File: config.mk
export PLATFORM = sky130hd
export DESIGN_NAME = race_sequencer
export DESIGN_NICKNAME = d
export VERILOG_FILES = /design/src/rtl/race_sequencer_pkg.sv /design/src/rtl/race_sequencer_rise_detect.sv /design/src/rtl/race_sequencer.sv
export SDC_FILE = /design/constraint.sdc
export NUM_CORES = 1
export LEC_CHECK = 0
export ABC_AREA = 1
export CAP_MARGIN = 0
export CORE_ASPECT_RATIO = 1.2
export CORE_MARGIN = 10
export CORE_UTILIZATION = 48
export CTS_CLUSTER_DIAMETER = 40
export DETAILED_ROUTE_END_ITERATION = 12
export GPL_TIMING_DRIVEN = 0
export PLACE_DENSITY = 0.85
export SETUP_SLACK_MARGIN = 0.05
export SYNTH_ARGS = -nofsm -noshare
export SYNTH_HDL_FRONTEND = slang
export SYNTH_SLANG_ARGS = --single-unit
File: constraint.sdc
create_clock -name clock -period 3.3 [get_ports clock]
set_clock_uncertainty 0.1 [all_clocks]
set_input_delay 0.66 -clock clock [delete_from_list [all_inputs] [get_ports clock]]
set_output_delay 0.66 -clock clock [all_outputs]
set_load 0.01 [all_outputs]
File: src/rtl/race_sequencer_pkg.sv
// Shared encodings for the two-player race controller: FSM states, winner codes
// and BCD widths.
package race_pkg;
   localparam int BCD_W = 4;
   localparam logic [2*BCD_W-1:0] MAX_TIME_DEF = 8'h99;

   typedef enum logic [2:0] {
      ST_IDLE      = 3'd0,
      ST_CLEAR     = 3'd1,
      ST_COUNTDOWN = 3'd2,
      ST_RACE      = 3'd3,
      ST_DONE      = 3'd4
   } state_t;

   localparam logic [1:0] WIN_NONE = 2'b00;
   localparam logic [1:0] WIN_P1   = 2'b01;
   localparam logic [1:0] WIN_P2   = 2'b10;
   localparam logic [1:0] WIN_TIE  = 2'b11;
endpackage

File: src/rtl/race_sequencer_rise_detect.sv
// Rising-edge detector: remembers last cycle's level so a held-high input
// produces exactly one pulse.
module rise_detect (
   input  logic clock,
   input  logic reset_n,
   input  logic level,
   output logic rise
);
   logic level_q_reg;

   always_ff @(posedge clock) begin
      if (!reset_n) level_q_reg <= 1'b0;
      else          level_q_reg <= level;
   end

   assign rise = level & ~level_q_reg;
endmodule

File: src/rtl/race_sequencer.sv
// Race game controller: sequences divider/display counter through idle,
// countdown, race and done, tracks false starts, finish times and the winner.
module race_sequencer
   import race_pkg::*;
#(
   parameter int              COUNTDOWN_SECS = 3,
   parameter logic [7:0]      MAX_TIME       = MAX_TIME_DEF
) (
   input  logic               clock,
   input  logic               reset_n,
   input  logic               start,
   input  logic               tick,
   input  logic               p1_done,
   input  logic               p2_done,
   input  logic [BCD_W-1:0]   time_ones,
   input  logic [BCD_W-1:0]   time_tens,
   output logic               div_enable,
   output logic               timer_clear,
   output logic               count_en,
   output logic [3:0]         countdown,
   output logic [2:0]         state,
   output logic [1:0]         false_start,
   output logic [7:0]         p1_time,
   output logic [7:0]         p2_time,
   output logic [1:0]         winner,
   output logic               race_over
);
   state_t     state_reg, state_next;
   logic [3:0] countdown_reg, countdown_next;
   logic [1:0] false_start_reg, false_start_next;
   logic [1:0] finished_reg, finished_next;
   logic [7:0] p1_time_reg, p1_time_next;
   logic [7:0] p2_time_reg, p2_time_next;
   logic [1:0] winner_reg, winner_next;
   logic       race_over_reg, race_over_next;
   logic       timer_clear_reg, timer_clear_next;
   logic       div_enable_reg, div_enable_next;

   logic       start_rise;
   logic       timeout;
   logic [7:0] race_time;
   logic [1:0] done_in;
   logic [1:0] finish_evt;

   rise_detect u_start_rise (
      .clock   (clock),
      .reset_n (reset_n),
      .level   (start),
      .rise    (start_rise)
   );

   assign race_time = {time_tens, time_ones};
   assign timeout   = (race_time == MAX_TIME);
   assign done_in   = {p2_done, p1_done};

   // A finish counts only once per player and never for a disqualified one.
   generate
      for (genvar gi = 0; gi < 2; gi++) begin : g_finish
         assign finish_evt[gi] = (state_reg == ST_RACE) & done_in[gi]
                                 & ~finished_reg[gi] & ~false_start_reg[gi];
      end
   endgenerate

   always_comb begin
      state_next       = state_reg;
      countdown_next   = countdown_reg;
      false_start_next = false_start_reg;
      finished_next    = finished_reg;
      p1_time_next     = p1_time_reg;
      p2_time_next     = p2_time_reg;
      winner_next      = winner_reg;

      case (state_reg)
         ST_IDLE: begin
            if (start_rise) state_next = ST_CLEAR;
         end
         ST_CLEAR: begin
            state_next = (COUNTDOWN_SECS == 0) ? ST_RACE : ST_COUNTDOWN;
         end
         ST_COUNTDOWN: begin
            false_start_next = false_start_reg | done_in;
            if (tick) begin
               if (countdown_reg == 4'd1) begin
                  countdown_next = 4'd0;
                  state_next     = ST_RACE;
               end else begin
                  countdown_next = countdown_reg - 4'd1;
               end
            end
            if (false_start_next == 2'b11) begin
               winner_next = WIN_NONE;
               state_next  = ST_DONE;
            end
         end
         ST_RACE: begin
            finished_next = finished_reg | finish_evt;
            if (finish_evt[0]) p1_time_next = race_time;
            if (finish_evt[1]) p2_time_next = race_time;
            if ((finished_reg == 2'b00) && (finish_evt != 2'b00)) begin
               if (finish_evt == 2'b11)  winner_next = WIN_TIE;
               else if (finish_evt[0])   winner_next = WIN_P1;
               else                      winner_next = WIN_P2;
            end
            if (((finished_next | false_start_reg) == 2'b11) || (tick && timeout))
               state_next = ST_DONE;
         end
         ST_DONE: begin
            if (start_rise) state_next = ST_CLEAR;
         end
         default: state_next = ST_IDLE;
      endcase

      // Results are wiped on entry so the CLEAR cycle already shows a fresh race.
      if (state_next == ST_CLEAR) begin
         countdown_next   = 4'(COUNTDOWN_SECS);
         false_start_next = 2'b00;
         finished_next    = 2'b00;
         p1_time_next     = 8'h00;
         p2_time_next     = 8'h00;
         winner_next      = WIN_NONE;
      end

      timer_clear_next = (state_next == ST_CLEAR);
      race_over_next   = (state_next == ST_DONE);
      div_enable_next  = (state_next == ST_COUNTDOWN) || (state_next == ST_RACE);
   end

   always_ff @(posedge clock) begin
      if (!reset_n) begin
         state_reg       <= ST_IDLE;
         countdown_reg   <= 4'd0;
         false_start_reg <= 2'b00;
         finished_reg    <= 2'b00;
         p1_time_reg     <= 8'h00;
         p2_time_reg     <= 8'h00;
         winner_reg      <= WIN_NONE;
         race_over_reg   <= 1'b0;
         timer_clear_reg <= 1'b0;
         div_enable_reg  <= 1'b0;
      end else begin
         state_reg       <= state_next;
         countdown_reg   <= countdown_next;
         false_start_reg <= false_start_next;
         finished_reg    <= finished_next;
         p1_time_reg     <= p1_time_next;
         p2_time_reg     <= p2_time_next;
         winner_reg      <= winner_next;
         race_over_reg   <= race_over_next;
         timer_clear_reg <= timer_clear_next;
         div_enable_reg  <= div_enable_next;
      end
   end

   assign count_en    = (state_reg == ST_RACE) & tick & ~timeout;
   assign state       = state_reg;
   assign countdown   = countdown_reg;
   assign false_start = false_start_reg;
   assign p1_time     = p1_time_reg;
   assign p2_time     = p2_time_reg;
   assign winner      = winner_reg;
   assign race_over   = race_over_reg;
   assign timer_clear = timer_clear_reg;
   assign div_enable  = div_enable_reg;
endmodule

=== Word level (Yosys, flattened, before mapping) ===
Index checks and enable logic that the tools add are counted.

* Register bits after elaboration: 33
* Bits of input ports: 14
* Output and inout port bits: 31
* Logic and storage cells: 79

* $add $sub $neg: 1
* Eq/ne operators: 15
* Mux-type cells: 15
* Bitwise gates (word level): 19
* Reductions and logical operators: 17

{| class="wikitable"
|+ Operators by type and width
! kind !! count
|-
| $mux 3 || 5
|-
| $mux 2 || 7
|-
| $eq 3x2->1 const B || 4
|-
| $pmux 3 s4 || 1
|-
| $and 1x1->1 || 9
|-
| $eq 8x8->1 const B || 1
|-
| $reduce_and 2->1 || 4
|-
| $reduce_bool 2->1 || 4
|-
| $not 1->1 || 7
|-
| $eq 2x2->1 const B || 3
|-
| $eq 3x1->1 const B || 2
|-
| $eq 3x3->1 const B || 2
|-
| $or 2x2->2 || 3
|-
| $eq 4x1->1 const B || 1
|-
| $mux 4 || 1
|-
| $pmux 2 s2 || 1
|-
| $reduce_or 2->1 || 2
|-
| $sub 4x1->4 const B || 1
|-
| $logic_not 3->1 || 1
|-
| $reduce_and 3->1 || 1
|-
| $logic_and 1x1->1 || 2
|-
| $logic_not 2->1 || 1
|-
| $logic_or 1x1->1 || 2
|-
| $ne 2x1->1 const B || 1
|-
| $ne 2x2->1 const B || 1
|}

=== Longest topological paths before layout ===
* Word-level depth: 13
* Mapped depth: 10
* Depth with buffers taken out: 10

=== Modules after synthesis ===
From an unflattened synthesis, not the netlist that was laid out.

* Cell total of the unflattened synthesis: 193
* Area total of the unflattened synthesis: 1,432.6 um^2

{| class="wikitable"
|+ By module, submodules not included
! module !! instances !! cells each !! area each (um^2) !! seq. area each (um^2)
|-
| race_sequencer || 1 || 188 || 1,395.1 || 640.6
|-
| rise_detect || 1 || 5 || 37.5 || 20.0
|}

=== Least setup slack after synthesis ===
OpenSTA, ideal clock, no wires.

* Path type: input to output
* Start: input port time_ones[0]
* End: output port count_en
* Data arrival time: 1,119 ps
* Setup slack: 1,421 ps
* Stages on the path: 3
* Buffers on the path: 0
* Cell sequence: nand2_1 nor3_1 a211oi_1

* Word-level cells in the longest chain between the ends: 3

{| class="wikitable"
|+ RTL lines
! what !! RTL line !! source
|-
| start: declaration || race_sequencer.sv:15 || <nowiki>input logic [BCD_W-1:0] time_ones,</nowiki>
|-
| $eq 8x8->1 || race_sequencer.sv:53 || <nowiki>assign timeout = (race_time == MAX_TIME);</nowiki>
|-
| $not 1->1 || race_sequencer.sv:154 || <nowiki>assign count_en = (state_reg == ST_RACE) & tick & ~timeout;</nowiki>
|-
| $and 1x1->1 || race_sequencer.sv:154 ||
|-
| end: declaration || race_sequencer.sv:19 || <nowiki>output logic count_en,</nowiki>
|}

Every way passes these cells.

=== Final worst setup path ===
Same ends and word-level chain as after synthesis.

==> impl_metrics.toml <==
[timing]
relSlewSlack_pct = 74.2
rsz0062_at_grt = "false"
timing.fmax_mhz = 337
worst_slack_ps = 330
finalSetupViolCount = 0
final.setup.tns_ps = 0
hold_viol_final = 0
slew_viol_final = 0
worst_slew_pin_slew_ps = 384
period_minus_slack_ps = 2970
fin_crit_sh_pct = 90.0

[setup_path]
required_ps = 2540
critPathMaxFanout = 3
worstSetupPathType = "primary input to output pin"
end_kind = "output pin"
crit_arrival_ps = 2210
startpoint_type = "primary input"

[yosys]
synth_area_mm2 = 0.00140
synth_edf_count = 0
async_flop_share_pct = 0
ys_warn_count = 0
synth_area_per_cell_um2 = 7.62
synth_cell_type_count = 24
seq_area_frac_synth_pct = 47.1
ys_seq_elements = 33
ys.flop_type = "dfxtp_1"
synth_nets = 200
synthCells = 184

[die]
core_mm2 = 0.00281
chipHeight_um = 79.2
fp.dieW_um = 69.3
row_count = 21
die-area_mm2 = 0.00549
boundaryPins = 45
initial_core_util_pct = 49.9

[cts]
root_buffer = "clkbuf_4"
hold_buffers = 0
cts.path.max_buffers = 2
cts_tree = "built"
insertion_delay_ps = 330
cts_buffers = 5
clkSlewWorstSetupHoldPaths_ps = 100
numClockSinks = 33
post_cts_buffers = 0
cts_resized = 0
htreeDepth = 2

[grt]
grt_overflow = 0
grt_usage_pct = 13.3
grt_max_degree = 11
antenna_found_initial = 0
grt_pass1_wl_mm = 6.04
grt_pass1_vias = 1294

[placement]
dp_hpwl_mm = 2.85
io_buffer_count = 44
gp_congestion = 0.804
pre_cts_ws_ps = 379

[worst_hold_path]
min_path_type = "register to register"

[drt]
wl_per_cell_um = 13.4
routed_wl_mm = 3.61
first_pass_iters = 6
route.detailed.drc = 0
vias = 1370
routed_via_density = 5.09
antenna_left = 0
first_iter_violations = 99

[finish]
mostFrequentLayoutCells = "nand2_1, clkdlybuf4s50_1, dfxtp_1"
final_common_cell = "nand2_1"
multi_input_area_um2 = 612
drive_gt1_share_pct = 8.51
area_delta_synth_final_pct = 38.4
nFillCells = 238
ff_latch_area_um2 = 661
diodes = 0
nNetsFinal = 251

[job]
cap_violations = 0

[run_status]
outcome = "complete, no violations"

[power_and_ir_drop]
power_density_mw_per_mm2 = 391
power_leakage_uw = 0.000733
power_uw = 759
peakVddDrop_mv = 0.372
## metrics by stage
| stage | hold WS, ps | instance area, um2 | utilization [%] | std cells |
|---|---|---|---|---|
| CTS | 368 | 1940 | 69.0 | 269 |
| detailed placement | 353 | 1890 | 67.1 | 262 |
| finish | 366 | 1940 | 69.0 | 269 |
| global route | 389 | 1940 | 69.0 | 269 |
| floorplan | 363 | 1400 | - | 184 |
| global placement | 349 | 1890 | 67.1 | 262 |
## final cells by class
| cell class | instances | share of cell area (%) |
|---|---|---|
| sequential | 33 | 34.0 |
| multi-input combinational | 126 | 31.5 |
| timing repair buffer | 44 | 22.7 |
| inverter | 21 | 4.38 |
| clock buffer | 7 | 2.84 |
| buffer | 4 | 2.32 |
| tap | 34 | 2.19 |
## Yosys cell counts, types with 2 or more instances
master   instances  area share, %
nand2_1         50             13
dfxtp_1         33             47
a21oi_1         28             10
inv_1           18            4.8
nor2_1          18            4.8
nand3_1          5            1.8
buf_6            4            3.2
nand2_2          3            1.3
nor2_4           3            2.4
nor3_1           3            1.1
o21ai_0          3            1.1
a31oi_1          2           0.89
ha_1             2            1.8
xor2_1           2            1.2
## layer usage
metal	track usage, %	share of wire [%]	vias to the layer above	wire, um
met5	0	0	-	0
li1	-	-	691	-
met1	13.9	42	620	1500
met4	5.85	1.9	0	70
met3	7.09	9.5	7	343
met2	21.8	47	52	1690
## cell families (layout without fill, tap and decap cells)
family,Yosys count,after routing,share of synthesized area [%]
flip-flops,33,33,47.1
AO/OA/AOI/OAI,39,39,15.1
XOR/XNOR,2,2,1.25
AND/OR/NAND/NOR,83,83,25.5
buffers and inverters,25,76,9.28
adder cells (fa/ha/maj),2,2,1.78
## worst paths after layout
check	cells past startpoint	start	slack, ps	endpoint
worst min-delay path	2	p2_time[5]	370	p2_time[5]
worst min register to register	2	p2_time[5]	370	p2_time[5]
worst max-delay path	5	time_ones[0]	330	count_en
worst max register to register	7	state[0]	1770	p2_time[7]
## report_power, final
group          total [uW]  switching, uW  internal (uW)  leakage [uW]
Sequential            418           9.62            409      0.000267
Clock                 230            130            100     0.0000314
Combinational         110           58.7           51.4      0.000434
## critical path: stages
cell             delay [ps]
clkdlybuf4s50_1         480
nand2_1                 100
nor3_1                   60
a211oi_1                300
clkdlybuf4s50_1         600
Power figures use the tool's default switching activity.
